`src/rtl/regfile_sb_if.sv`:
```
// +----------------------------------------------------------------------------+
// | Module      : regfile_sb_if                                                |
// | Description : Bundle of the register file's write-back, read, reservation  |
// |               and flush signals. The master drives requests (decode and    |
// |               writeback); the slave is the register file itself.          |
// | Ports       : none (signal bundle only)                                    |
// |   i_wr_en/i_wr_addr/i_wr_data   writeback port                              |
// |   i_rd_addr1/2, o_rd_data1/2    combinational read ports                    |
// |   o_rd_busy1/2                  busy status of the addressed registers      |
// |   i_rsv_en/i_rsv_addr           destination reservation request             |
// |   o_rsv_stall                   reservation refused this cycle              |
// |   i_flush                       drop all reservations                       |
// |   o_busy_cnt                    number of reserved registers                |
// | Revision    : 1.0 - initial release                                         |
// +----------------------------------------------------------------------------+
`default_nettype none
`timescale 1ns/1ps

interface regfile_sb_if #(
  parameter int XLEN  = 32,
  parameter int NREGS = 32
);
  localparam int AW = $clog2(NREGS);

  logic            i_wr_en;
  logic [AW-1:0]   i_wr_addr;
  logic [XLEN-1:0] i_wr_data;
  logic [AW-1:0]   i_rd_addr1;
  logic [AW-1:0]   i_rd_addr2;
  logic [XLEN-1:0] o_rd_data1;
  logic [XLEN-1:0] o_rd_data2;
  logic            o_rd_busy1;
  logic            o_rd_busy2;
  logic            i_rsv_en;
  logic [AW-1:0]   i_rsv_addr;
  logic            o_rsv_stall;
  logic            i_flush;
  logic [AW:0]     o_busy_cnt;

  modport master (
    output i_wr_en, i_wr_addr, i_wr_data,
    output i_rd_addr1, i_rd_addr2,
    input  o_rd_data1, o_rd_data2, o_rd_busy1, o_rd_busy2,
    output i_rsv_en, i_rsv_addr,
    input  o_rsv_stall,
    output i_flush,
    input  o_busy_cnt
  );

  modport slave (
    input  i_wr_en, i_wr_addr, i_wr_data,
    input  i_rd_addr1, i_rd_addr2,
    output o_rd_data1, o_rd_data2, o_rd_busy1, o_rd_busy2,
    input  i_rsv_en, i_rsv_addr,
    output o_rsv_stall,
    input  i_flush,
    output o_busy_cnt
  );
endinterface

`default_nettype wire

```
`src/rtl/regfile_sb.sv`:
```
// +----------------------------------------------------------------------------+
// | Module      : regfile_sb                                                   |
// | Description : Two-read / one-write register file with a per-register busy  |
// |               scoreboard. Decode reserves destination registers, writeback |
// |               releases them; read ports report data and busy status.       |
// | Ports       : clk   - clock, rising edge                                   |
// |               rst_n - asynchronous active-low reset                        |
// |               bus   - regfile_sb_if.slave (write, read, reserve, flush,    |
// |                       busy count)                                          |
// | Revision    : 1.0 - initial release                                         |
// +----------------------------------------------------------------------------+
`default_nettype none
`timescale 1ns/1ps

module regfile_sb #(
  parameter int XLEN     = 32,
  parameter int NREGS    = 32,
  parameter int ZERO_REG = 1,
  parameter int BYPASS   = 1
) (
  input  wire logic    clk,
  input  wire logic    rst_n,
  regfile_sb_if.slave  bus
);

  localparam int AW = $clog2(NREGS);
  localparam int CW = AW + 1;
  localparam logic [CW-1:0] C_CNT_MAX = CW'(NREGS - ZERO_REG);
  localparam bit C_HAS_ZERO = (ZERO_REG != 0);
  localparam bit C_HAS_BYP  = (BYPASS != 0);

  logic [XLEN-1:0] r_mem [NREGS];
  logic [NREGS-1:0] r_busy;
  logic [CW-1:0]   r_busy_cnt;

  logic w_wr_ok;        // write that actually touches storage
  logic w_rsv_zero;     // reservation aimed at the hardwired zero register
  logic w_wr_hits_rsv;  // same-cycle writeback releases the requested register
  logic w_stall;
  logic w_rsv_ok;       // reservation that actually sets a busy bit
  logic w_inc;
  logic w_dec;

  assign w_wr_ok       = bus.i_wr_en && !(C_HAS_ZERO && (bus.i_wr_addr == '0));
  assign w_rsv_zero    = C_HAS_ZERO && (bus.i_rsv_addr == '0);
  assign w_wr_hits_rsv = bus.i_wr_en && (bus.i_wr_addr == bus.i_rsv_addr);

  // A busy destination can still be claimed when writeback frees it in the
  // same cycle; flush overrides everything, so it never stalls decode.
  assign w_stall  = bus.i_rsv_en && r_busy[bus.i_rsv_addr] && !w_wr_hits_rsv
                    && !bus.i_flush;
  assign w_rsv_ok = bus.i_rsv_en && !w_stall && !bus.i_flush && !w_rsv_zero;

  // Count tracks the number of set busy bits. A write+reserve to the same
  // busy register leaves it busy, so neither direction fires in that case.
  assign w_inc = w_rsv_ok && !r_busy[bus.i_rsv_addr];
  assign w_dec = w_wr_ok && r_busy[bus.i_wr_addr]
                 && !(w_rsv_ok && (bus.i_rsv_addr == bus.i_wr_addr));

  // Storage
  always_ff @(posedge clk or negedge rst_n) begin
    if (!rst_n) begin
      for (int i = 0; i < NREGS; i++) begin
        r_mem[i] <= '0;
      end
    end else if (w_wr_ok) begin
      r_mem[bus.i_wr_addr] <= bus.i_wr_data;
    end
  end

  // Busy bits: a reservation is applied after the release so that a
  // simultaneous write+reserve to one register leaves it owned again.
  always_ff @(posedge clk or negedge rst_n) begin
    if (!rst_n) begin
      r_busy <= '0;
    end else if (bus.i_flush) begin
      r_busy <= '0;
    end else begin
      if (w_wr_ok) begin
        r_busy[bus.i_wr_addr] <= 1'b0;
      end
      if (w_rsv_ok) begin
        r_busy[bus.i_rsv_addr] <= 1'b1;
      end
    end
  end

  // Busy counter (net change, saturating at both ends)
  always_ff @(posedge clk or negedge rst_n) begin
    if (!rst_n) begin
      r_busy_cnt <= '0;
    end else if (bus.i_flush) begin
      r_busy_cnt <= '0;
    end else if (w_inc && !w_dec && (r_busy_cnt != C_CNT_MAX)) begin
      r_busy_cnt <= r_busy_cnt + 1'b1;
    end else if (w_dec && !w_inc && (r_busy_cnt != '0)) begin
      r_busy_cnt <= r_busy_cnt - 1'b1;
    end
  end

  // Read ports
  logic w_rd1_zero, w_rd2_zero;
  logic w_byp1, w_byp2;

  assign w_rd1_zero = C_HAS_ZERO && (bus.i_rd_addr1 == '0);
  assign w_rd2_zero = C_HAS_ZERO && (bus.i_rd_addr2 == '0);
  // w_wr_ok already excludes the zero register, so it is never forwarded.
  assign w_byp1 = C_HAS_BYP && w_wr_ok && (bus.i_wr_addr == bus.i_rd_addr1);
  assign w_byp2 = C_HAS_BYP && w_wr_ok && (bus.i_wr_addr == bus.i_rd_addr2);

  // A forwarded value is always reported not-busy: any reservation accepted
  // this cycle only shows up from the next cycle on.
  assign bus.o_rd_data1 = w_rd1_zero ? '0 :
                          w_byp1     ? bus.i_wr_data : r_mem[bus.i_rd_addr1];
  assign bus.o_rd_data2 = w_rd2_zero ? '0 :
                          w_byp2     ? bus.i_wr_data : r_mem[bus.i_rd_addr2];
  assign bus.o_rd_busy1 = !w_rd1_zero && !w_byp1 && r_busy[bus.i_rd_addr1];
  assign bus.o_rd_busy2 = !w_rd2_zero && !w_byp2 && r_busy[bus.i_rd_addr2];

  assign bus.o_rsv_stall = w_stall;
  assign bus.o_busy_cnt  = r_busy_cnt;

endmodule

`default_nettype wire

```
`src/flat_wrapper.sv`:
```
// flat-port wrapper written by rule: the top's interface ports become plain ports
module regfile_sb_flat 
#(
  parameter int XLEN     = 32,
  parameter int NREGS    = 32,
  parameter int ZERO_REG = 1,
  parameter int BYPASS   = 1
)
  (clk, rst_n, bus_i_wr_en, bus_i_wr_addr, bus_i_wr_data, bus_i_rd_addr1, bus_i_rd_addr2, bus_o_rd_data1, bus_o_rd_data2, bus_o_rd_busy1, bus_o_rd_busy2, bus_i_rsv_en, bus_i_rsv_addr, bus_o_rsv_stall, bus_i_flush, bus_o_busy_cnt);
  regfile_sb_if #(.XLEN(XLEN), .NREGS(NREGS)) bus_i ();
  input  wire logic clk;
  input  wire logic rst_n;
  input wire logic [$bits(bus_i.i_wr_en)-1:0] bus_i_wr_en;
  input wire logic [$bits(bus_i.i_wr_addr)-1:0] bus_i_wr_addr;
  input wire logic [$bits(bus_i.i_wr_data)-1:0] bus_i_wr_data;
  input wire logic [$bits(bus_i.i_rd_addr1)-1:0] bus_i_rd_addr1;
  input wire logic [$bits(bus_i.i_rd_addr2)-1:0] bus_i_rd_addr2;
  output wire logic [$bits(bus_i.o_rd_data1)-1:0] bus_o_rd_data1;
  output wire logic [$bits(bus_i.o_rd_data2)-1:0] bus_o_rd_data2;
  output wire logic [$bits(bus_i.o_rd_busy1)-1:0] bus_o_rd_busy1;
  output wire logic [$bits(bus_i.o_rd_busy2)-1:0] bus_o_rd_busy2;
  input wire logic [$bits(bus_i.i_rsv_en)-1:0] bus_i_rsv_en;
  input wire logic [$bits(bus_i.i_rsv_addr)-1:0] bus_i_rsv_addr;
  output wire logic [$bits(bus_i.o_rsv_stall)-1:0] bus_o_rsv_stall;
  input wire logic [$bits(bus_i.i_flush)-1:0] bus_i_flush;
  output wire logic [$bits(bus_i.o_busy_cnt)-1:0] bus_o_busy_cnt;
  assign bus_i.i_wr_en = bus_i_wr_en;
  assign bus_i.i_wr_addr = bus_i_wr_addr;
  assign bus_i.i_wr_data = bus_i_wr_data;
  assign bus_i.i_rd_addr1 = bus_i_rd_addr1;
  assign bus_i.i_rd_addr2 = bus_i_rd_addr2;
  assign bus_o_rd_data1 = bus_i.o_rd_data1;
  assign bus_o_rd_data2 = bus_i.o_rd_data2;
  assign bus_o_rd_busy1 = bus_i.o_rd_busy1;
  assign bus_o_rd_busy2 = bus_i.o_rd_busy2;
  assign bus_i.i_rsv_en = bus_i_rsv_en;
  assign bus_i.i_rsv_addr = bus_i_rsv_addr;
  assign bus_o_rsv_stall = bus_i.o_rsv_stall;
  assign bus_i.i_flush = bus_i_flush;
  assign bus_o_busy_cnt = bus_i.o_busy_cnt;
  regfile_sb #(.XLEN(XLEN), .NREGS(NREGS), .ZERO_REG(ZERO_REG), .BYPASS(BYPASS)) u_core (.clk(clk), .rst_n(rst_n), .bus(bus_i));
endmodule
```
`config.mk`:
```
export PLATFORM = sky130hd
export DESIGN_NAME = regfile_sb_flat
export DESIGN_NICKNAME = d
export VERILOG_FILES = /design/src/rtl/regfile_sb_if.sv /design/src/rtl/regfile_sb.sv /design/src/flat_wrapper.sv
export SDC_FILE = /design/constraint.sdc
export NUM_CORES = 2
export LEC_CHECK = 0
export BUFFER_PORTS_ARGS = -buffer_cell sky130_fd_sc_hd__buf_2
export CAP_MARGIN = 10
export CORE_UTILIZATION = 30
export CTS_CLUSTER_SIZE = 24
export DETAILED_ROUTE_END_ITERATION = 12
export GPL_TIMING_DRIVEN = 0
export PLACE_DENSITY = 0.45
export SLEW_MARGIN = 30
export SYNTH_ARGS = -nofsm -noshare
export SYNTH_HDL_FRONTEND = slang
export SYNTH_SLANG_ARGS = --single-unit
```
`constraint.sdc`:
```
create_clock -name clk -period 3.5 [get_ports clk]
set_input_delay 0.175 -clock clk [delete_from_list [all_inputs] [get_ports clk]]
set_output_delay 0.175 -clock clk [all_outputs]
set_load 0.05 [all_outputs]
```
# ---- Word level (Yosys, flattened, before mapping)
# Cells that the tools add are included.
dict set report totals {
  word_cells 133
  out_inout_bits 73
  regBits 1062
  input_bits 57
}
dict set report op_classes {
  muxes 32
  n_addsub 2
  eq_ne 5
  bitwise_logic 6
  magnitude_cmp 10
  reduce_logical 44
}
# op count
set op_table {}
lappend op_table {{bitwise mux 1024 bit} 1}
lappend op_table {{two-way mux 32 bit} 13}
lappend op_table {{binary-select mux 32 bit (select 5 bit)} 2}
lappend op_table {{demux 32 bit (select 5 bit)} 1}
lappend op_table {{bitwise AND 32 bit} 1}
lappend op_table {{inverter 32 bit} 1}
lappend op_table {{OR 32 bit} 1}
lappend op_table {{logical AND 1 bit} 25}
lappend op_table {{less-than comparator 5 x 6 -> 1 bit (second input constant)} 4}
lappend op_table {{binary-select mux 1 bit (select 5 bit)} 4}
lappend op_table {{== test 5 bit} 4}
lappend op_table {{zero test 5 bit} 4}
lappend op_table {{>= comparator 6 bit (second input constant)} 3}
lappend op_table {{two-way mux 6 bit} 3}
lappend op_table {{inverter 5 -> 6 bit} 3}
lappend op_table {{zero test 1 bit} 13}
lappend op_table {{demux 1 bit (select 5 bit)} 2}
lappend op_table {{>= comparator 5 x 1 -> 1 bit (second input constant)} 2}
lappend op_table {{adder 6 x 1 -> 6 bit (second input constant)} 1}
lappend op_table {{less-than comparator 6 x 1 -> 1 bit (second input constant)} 1}
lappend op_table {{two-way mux 1 bit} 6}
lappend op_table {{inequality test 6 x 5 -> 1 bit (second input constant)} 1}
lappend op_table {{nonzero test 6 bit} 1}
lappend op_table {{subtractor 6 x 1 -> 6 bit (second input constant)} 1}
lappend op_table {{nonzero test 3 bit} 1}

# ---- Depth between registers and ports, before layout
dict set report depth {
  word_depth 17
  depth_mapped 16
}

# ---- Worst setup path before layout
# OpenSTA, ideal clock, no wires.
dict set report synth_path {
  path_type {register to register}
  from {reg u_core.r_busy[0]}
  to {reg u_core.r_busy_cnt[5], in the netlist u_core.bus.o_busy_cnt[5]}
  synth_period_minus_slack_ps 3470
  setup_ps 128
  arrival_ps 3342
  stages_incl_launch_ff 14
  setup_slack_ps 30
  required_time_ps 3372
  path_buffers 1
  path_cell_list {dfrtp_1 mux2_4 a221o_1 a222oi_1 a31oi_1 a2111o_1 buf_6 ha_1 a21o_1 a21oi_1 o21bai_1 a21oi_1 mux2i_1 mux2_1}
}
dict set report synth_via {
  elab_chain_len 17
  word_cells_on_any_way 26
  cone_classes {6 x mux; 20 x reduce/logical}
}
# item line_no
set synth_lines {}
lappend synth_lines {{start: declaration} regfile_sb.sv:33} ;# logic [NREGS-1:0] r_busy;
lappend synth_lines {{start signal: assignment} regfile_sb.sv:75} ;# r_busy <= '0;
lappend synth_lines {{start signal: assignment} regfile_sb.sv:77} ;# r_busy <= '0;
lappend synth_lines {{start signal: indexed assignment} regfile_sb.sv:80} ;# r_busy[bus.i_wr_addr] <= 1'b0;
lappend synth_lines {{binary-select mux 1 bit (select 5 bit)} {regfile_sb.sv:50, regfile_sb.sv:56}}
lappend synth_lines {{two-way mux 1 bit (implied by the code)} {regfile_sb.sv:50, regfile_sb.sv:56}}
lappend synth_lines {{logical AND 1 bit (2 in a row)} regfile_sb.sv:50} ;# assign w_stall = bus.i_rsv_en && r_busy[bus.i_rsv_addr] && !w_wr_hits_rsv
lappend synth_lines {{logical AND 1 bit} regfile_sb.sv:51} ;# && !bus.i_flush;
lappend synth_lines {{zero test 1 bit} regfile_sb.sv:52} ;# assign w_rsv_ok = bus.i_rsv_en && !w_stall && !bus.i_flush && !w_rsv_zero;
lappend synth_lines {{logical AND 1 bit (3 in a row)} regfile_sb.sv:52}
lappend synth_lines {{logical AND 1 bit} regfile_sb.sv:58} ;# && !(w_rsv_ok && (bus.i_rsv_addr == bus.i_wr_addr));
lappend synth_lines {{zero test 1 bit} regfile_sb.sv:58}
lappend synth_lines {{logical AND 1 bit} regfile_sb.sv:58}
lappend synth_lines {{zero test 1 bit} regfile_sb.sv:94} ;# end else if (w_inc && !w_dec && (r_busy_cnt != C_CNT_MAX)) begin
lappend synth_lines {{logical AND 1 bit (2 in a row)} regfile_sb.sv:94}
lappend synth_lines {{two-way mux 6 bit} regfile_sb.sv:94}
lappend synth_lines {{two-way mux 6 bit} regfile_sb.sv:92} ;# end else if (bus.i_flush) begin
lappend synth_lines {{end signal: assignment} regfile_sb.sv:95} ;# r_busy_cnt <= r_busy_cnt + 1'b1;
lappend synth_lines {{end signal: assignment} regfile_sb.sv:97} ;# r_busy_cnt <= r_busy_cnt - 1'b1;
lappend synth_lines {{end: declaration} regfile_sb.sv:34} ;# logic [CW-1:0] r_busy_cnt;
# Parallel ways exist; a longest one is shown, timed or not. The select of a mux whose other input is x is not followed.
# A chain may end at the register's enable or synchronous reset.

# ---- Final worst setup path
dict set report layout_path {
  from {reg u_core.r_busy[2]}
  to {reg u_core.r_busy_cnt[3], in the netlist u_core.bus.o_busy_cnt[3]}
}
# Same word-level chain as after synthesis.

==> key figures <==
CTS
  – Clock Tree Buf Depth: 3
  – Clock Latency Late Sink: 0.81 ns
  – Root Buffer: clkbuf_16
  – CTS tree: yes
  – Worst-path clk slew: 0.06 ns
  – TritonCTS buffer count: 134
  – H-tree levels: 4
  – Clock tree sinks: 1062

Place
  – IO buf count: 117
  – Final GP Congestion: 0.843
  – HPWL Detailed: 158000 um
  – Placed Area: 62400 um^2
  – Placed cell count: 6288
  – Worst slack, placed: -1.43 ns

Synthesis
  – Syn Nets: 3689
  – Top-area cell type share of the netlist area: 0.461
  – Register area share after synthesis: 0.461
  – Avg Cell Area, Syn: 15.9 um^2
  – Synth Cell Area: 57700 um^2
  – Number of synthesized register bits: 1062
  – Mapped Cells: 3627
  – Synth area leaders: dfrtp_1, mux4_2, mux2_2
  – Unique masters post-synth: 59
  – Async set-reset flop share out of synthesis: 1.00
  – Synth area leader: dfrtp_1
  – Post-synth EDFFs: 0
  – Primary FF master, synth: dfrtp_1
  – Warnings from Yosys: 0

Status
  – Status: finished with violations
  – Failing checks: negative setup slack

STA
  – Worst slew pin tran: 1.01 ns
  – Hold_ws: 0.0204 ns
  – Slew Limit Fails: 0
  – Fmax: 278 MHz
  – Final worst clock skew: 0.0242 ns
  – RSZ-0062 raised after global routing: yes
  – Final Hold Viols: 0
  – Final setup margin: -0.101 ns
  – Final period utilization: 1.03
  – Worst rel slew slack: 0.328
  – Setup violations, final: 5
  – Tmin final: 3.60 ns

Critical path
  – Family with the most delay on the worst path: compound AO/OA/AOI/OAI gates
  – CP max-delay cell: a2111o_1
  – Buffers & Inverters on Critical Path: 6
  – Reg2reg path depth: 17
  – Worst setup SP type: flop
  – Worst path depth: 17
  – Worst-path maximum fanout: 6
  – CP required: 4.21 ns
  – WS Path Type: reg2reg
  – CP Data Arrival Time: 4.31 ns
  – CP endpoint kind: flop
  – Cell mode on critical path: buf_4
  – Crit-path max cell delay: 0.44 ns
  – Crit path cell chain: mux2_4 -> a221o_1 -> a222oi_1 -> a31oi_2 -> a2111o_1 -> buf_6 -> ha_4 -> a21o_1 -> a21oi_2 -> buf_4 -> buf_4 -> buf_4 -> buf_4 -> buf_4 -> xnor2_1 -> a21o_1 -> a21oi_2

Layout
  – NumNets Final: 4027
  – Share of cells above drive strength 1: 0.573
  – Post-route cell area: 67800 um^2
  – Area Growth Syn to Fin: 17.6%
  – Fin cells: 6584
  – FILL cells: 18400

Route
  – Initial DRC count: 3303
  – Drt pass-1 iters: 5
  – Detail Route Antenna Nets: 0
  – Vias: 37400
  – Total routed wirelength: 228000 um
  – DRC: 0
  – Avg WL per Cell: 34.6 um
  – Vias per cell: 5.69

Global route
  – Overall Global Routing Usage: 0.236
  – Largest net degree at the start of global routing: 111
  – Initial antenna violation count: 9
  – First-pass GRT wire length: 316000 um
  – Grt met3 use: 0.0391
  – Top Usage Layer GRT: met2
  – Met2 Use GR: 0.369
  – Number of global-route vias before repair: 38300
  – GR Util met1: 0.324
  – Total global routing overflow: 0

Power
  – Peak supply drop: 0.571 mV
  – Leak: 0.0287 uW
  – PD cells: 584 nW/um^2

Die
  – Rows: 160
  – Die Height: 440 um
  – Starting Density: 0.303
  – Die width: 440 um
  – Core Region: 191000 um^2
  – Io pins: 130
  – Area of the die: 194000 um^2

Flow run
  – Max Cap Viol: 0

Hold path
  – Worst Hold Class: in2async
sequential cells by signal, indices dropped and copies added, names as in the netlist:
| register | flops |
|---|---|
| u_core.bus.o_busy_cnt | 6 |
| u_core.r_busy | 32 |
| u_core.r_mem | 1024 |
per-stage QoR:
| step | util | total power, uW | setup TNS [ns] |
|---|---|---|---|
| after global placement | 0.322 | 25200 | - |
| final | 0.356 | 39600 | -0.321 |
| after floorplan | - | 22300 | 0 |
| after global routing | 0.356 | 41100 | -0.497 |
| after detailed placement | 0.327 | 25400 | -53.13 |
| after CTS | 0.355 | 39900 | -0.159 |
where the power goes:
| part | switching (uW) | internal (uW) |
|---|---|---|
| clock | 5890 | 8270 |
| sequential | 1580 | 14600 |
| combinational | 4350 | 4960 |
| total | 11800 | 27800 |
metal layers:
metal / share of wire / up-vias / routed length (um)
li1: - / 14900 / -
met2: 0.46 / 1285 / 106000
met1: 0.44 / 20800 / 99500
met4: 0.046 / 2 / 10600
met3: 0.052 / 412 / 11800
met5: 0.000088 / - / 20
worst register-to-register path: cells and delay by family, from the launching register on:
kind | cells | cell delay, ns
fa+ha+maj | 1 | 0.25
compound gates | 8 | 1.66
buf+inv | 6 | 0.77
mux | 1 | 0.29
xor+xnor | 1 | 0.11
flops | 1 | 0.43
synth_stat cells, drive strengths merged (2+ instances only):
library cell / number
nor2: 94
nand2b: 3
a21o: 5
xnor2: 8
or2: 3
a211oi: 64
xor2: 10
nor4: 4
or3b: 5
nand4: 2
clkbuf: 283
inv: 23
or3: 3
a21oi: 8
mux4: 662
nor3: 9
buf: 146
ha: 4
nand2: 31
o21ai: 12
a32oi: 5
a311oi: 2
and3: 4
or4: 2
nor2b: 3
o22ai: 2
o221ai: 9
nor4b: 4
nand3b: 8
nand3: 30
mux2i: 92
o31ai: 2
a22oi: 2
o32ai: 12
mux2: 996
dfrtp: 1062
final timing paths:
kind / from / to / slack (ns)
worst max-delay path: u_core.r_busy[2] / u_core.bus.o_busy_cnt[3] / -0.10
worst min-delay path: rst_n / u_core.r_mem[882] / 0.02
worst max register to register: u_core.r_busy[2] / u_core.bus.o_busy_cnt[3] / -0.10
worst min register to register: u_core.r_mem[1003] / u_core.r_mem[1003] / 0.48
max in group asynchronous: rst_n / u_core.r_mem[806] / 1.48
min in group clk: bus_i_rsv_en / u_core.r_busy[28] / 0.13
cell families (layout without fill, tap and decap cells):
logic type               after synthesis  count (layout)  share of synthesized area
AO/OA/AOI/OAI                        132             132                     0.0174
XOR/XNOR                              18              18                    0.00273
adder cells (fa/ha/maj)                5               5                    0.00122
buffers and inverters                453             895                     0.0315
flip-flops                          1062            1062                      0.461
multiplexers                        1750            1750                      0.469
other                                  0               4                          0
AND/OR/NAND/NOR                      207             207                     0.0172
final cells by class:
| class | count | area (um^2) | area share |
|---|---|---|---|
| Buffer | 429 | 2120 | 0.0312 |
| Tap cell | 2511 | 3140 | 0.0464 |
| Antenna cell | 4 | 10.0 | 0.000148 |
| Clock inverter | 36 | 427 | 0.00629 |
| Clock buffer | 204 | 4020 | 0.0593 |
| Inverter | 24 | 90.1 | 0.00133 |
| Multi-Input combinational cell | 2112 | 29500 | 0.435 |
| Sequential cell | 1062 | 26600 | 0.392 |
| Timing Repair Buffer | 202 | 1900 | 0.0281 |
repair_timing:
item	CTS	global route
endpoints found under the hold margin	263	0
hold buffers	39	0
setup buffers	11	2
gates cloned	0	0
pin swaps	10	4
setup endpoints to repair	67	5
resized for setup	133	7
placed cells by master (no fill, tap or decap), types with 43 or more instances in the layout:
master and count:
dfrtp_1 1060, mux2_2 994, mux4_2 662, buf_2 196, clkbuf_1 189, clkbuf_16 137
clkbuf_2 108, nor2_1 92, mux2i_1 88, buf_4 52, a211oi_1 43
Power figures use the tool's default switching activity.
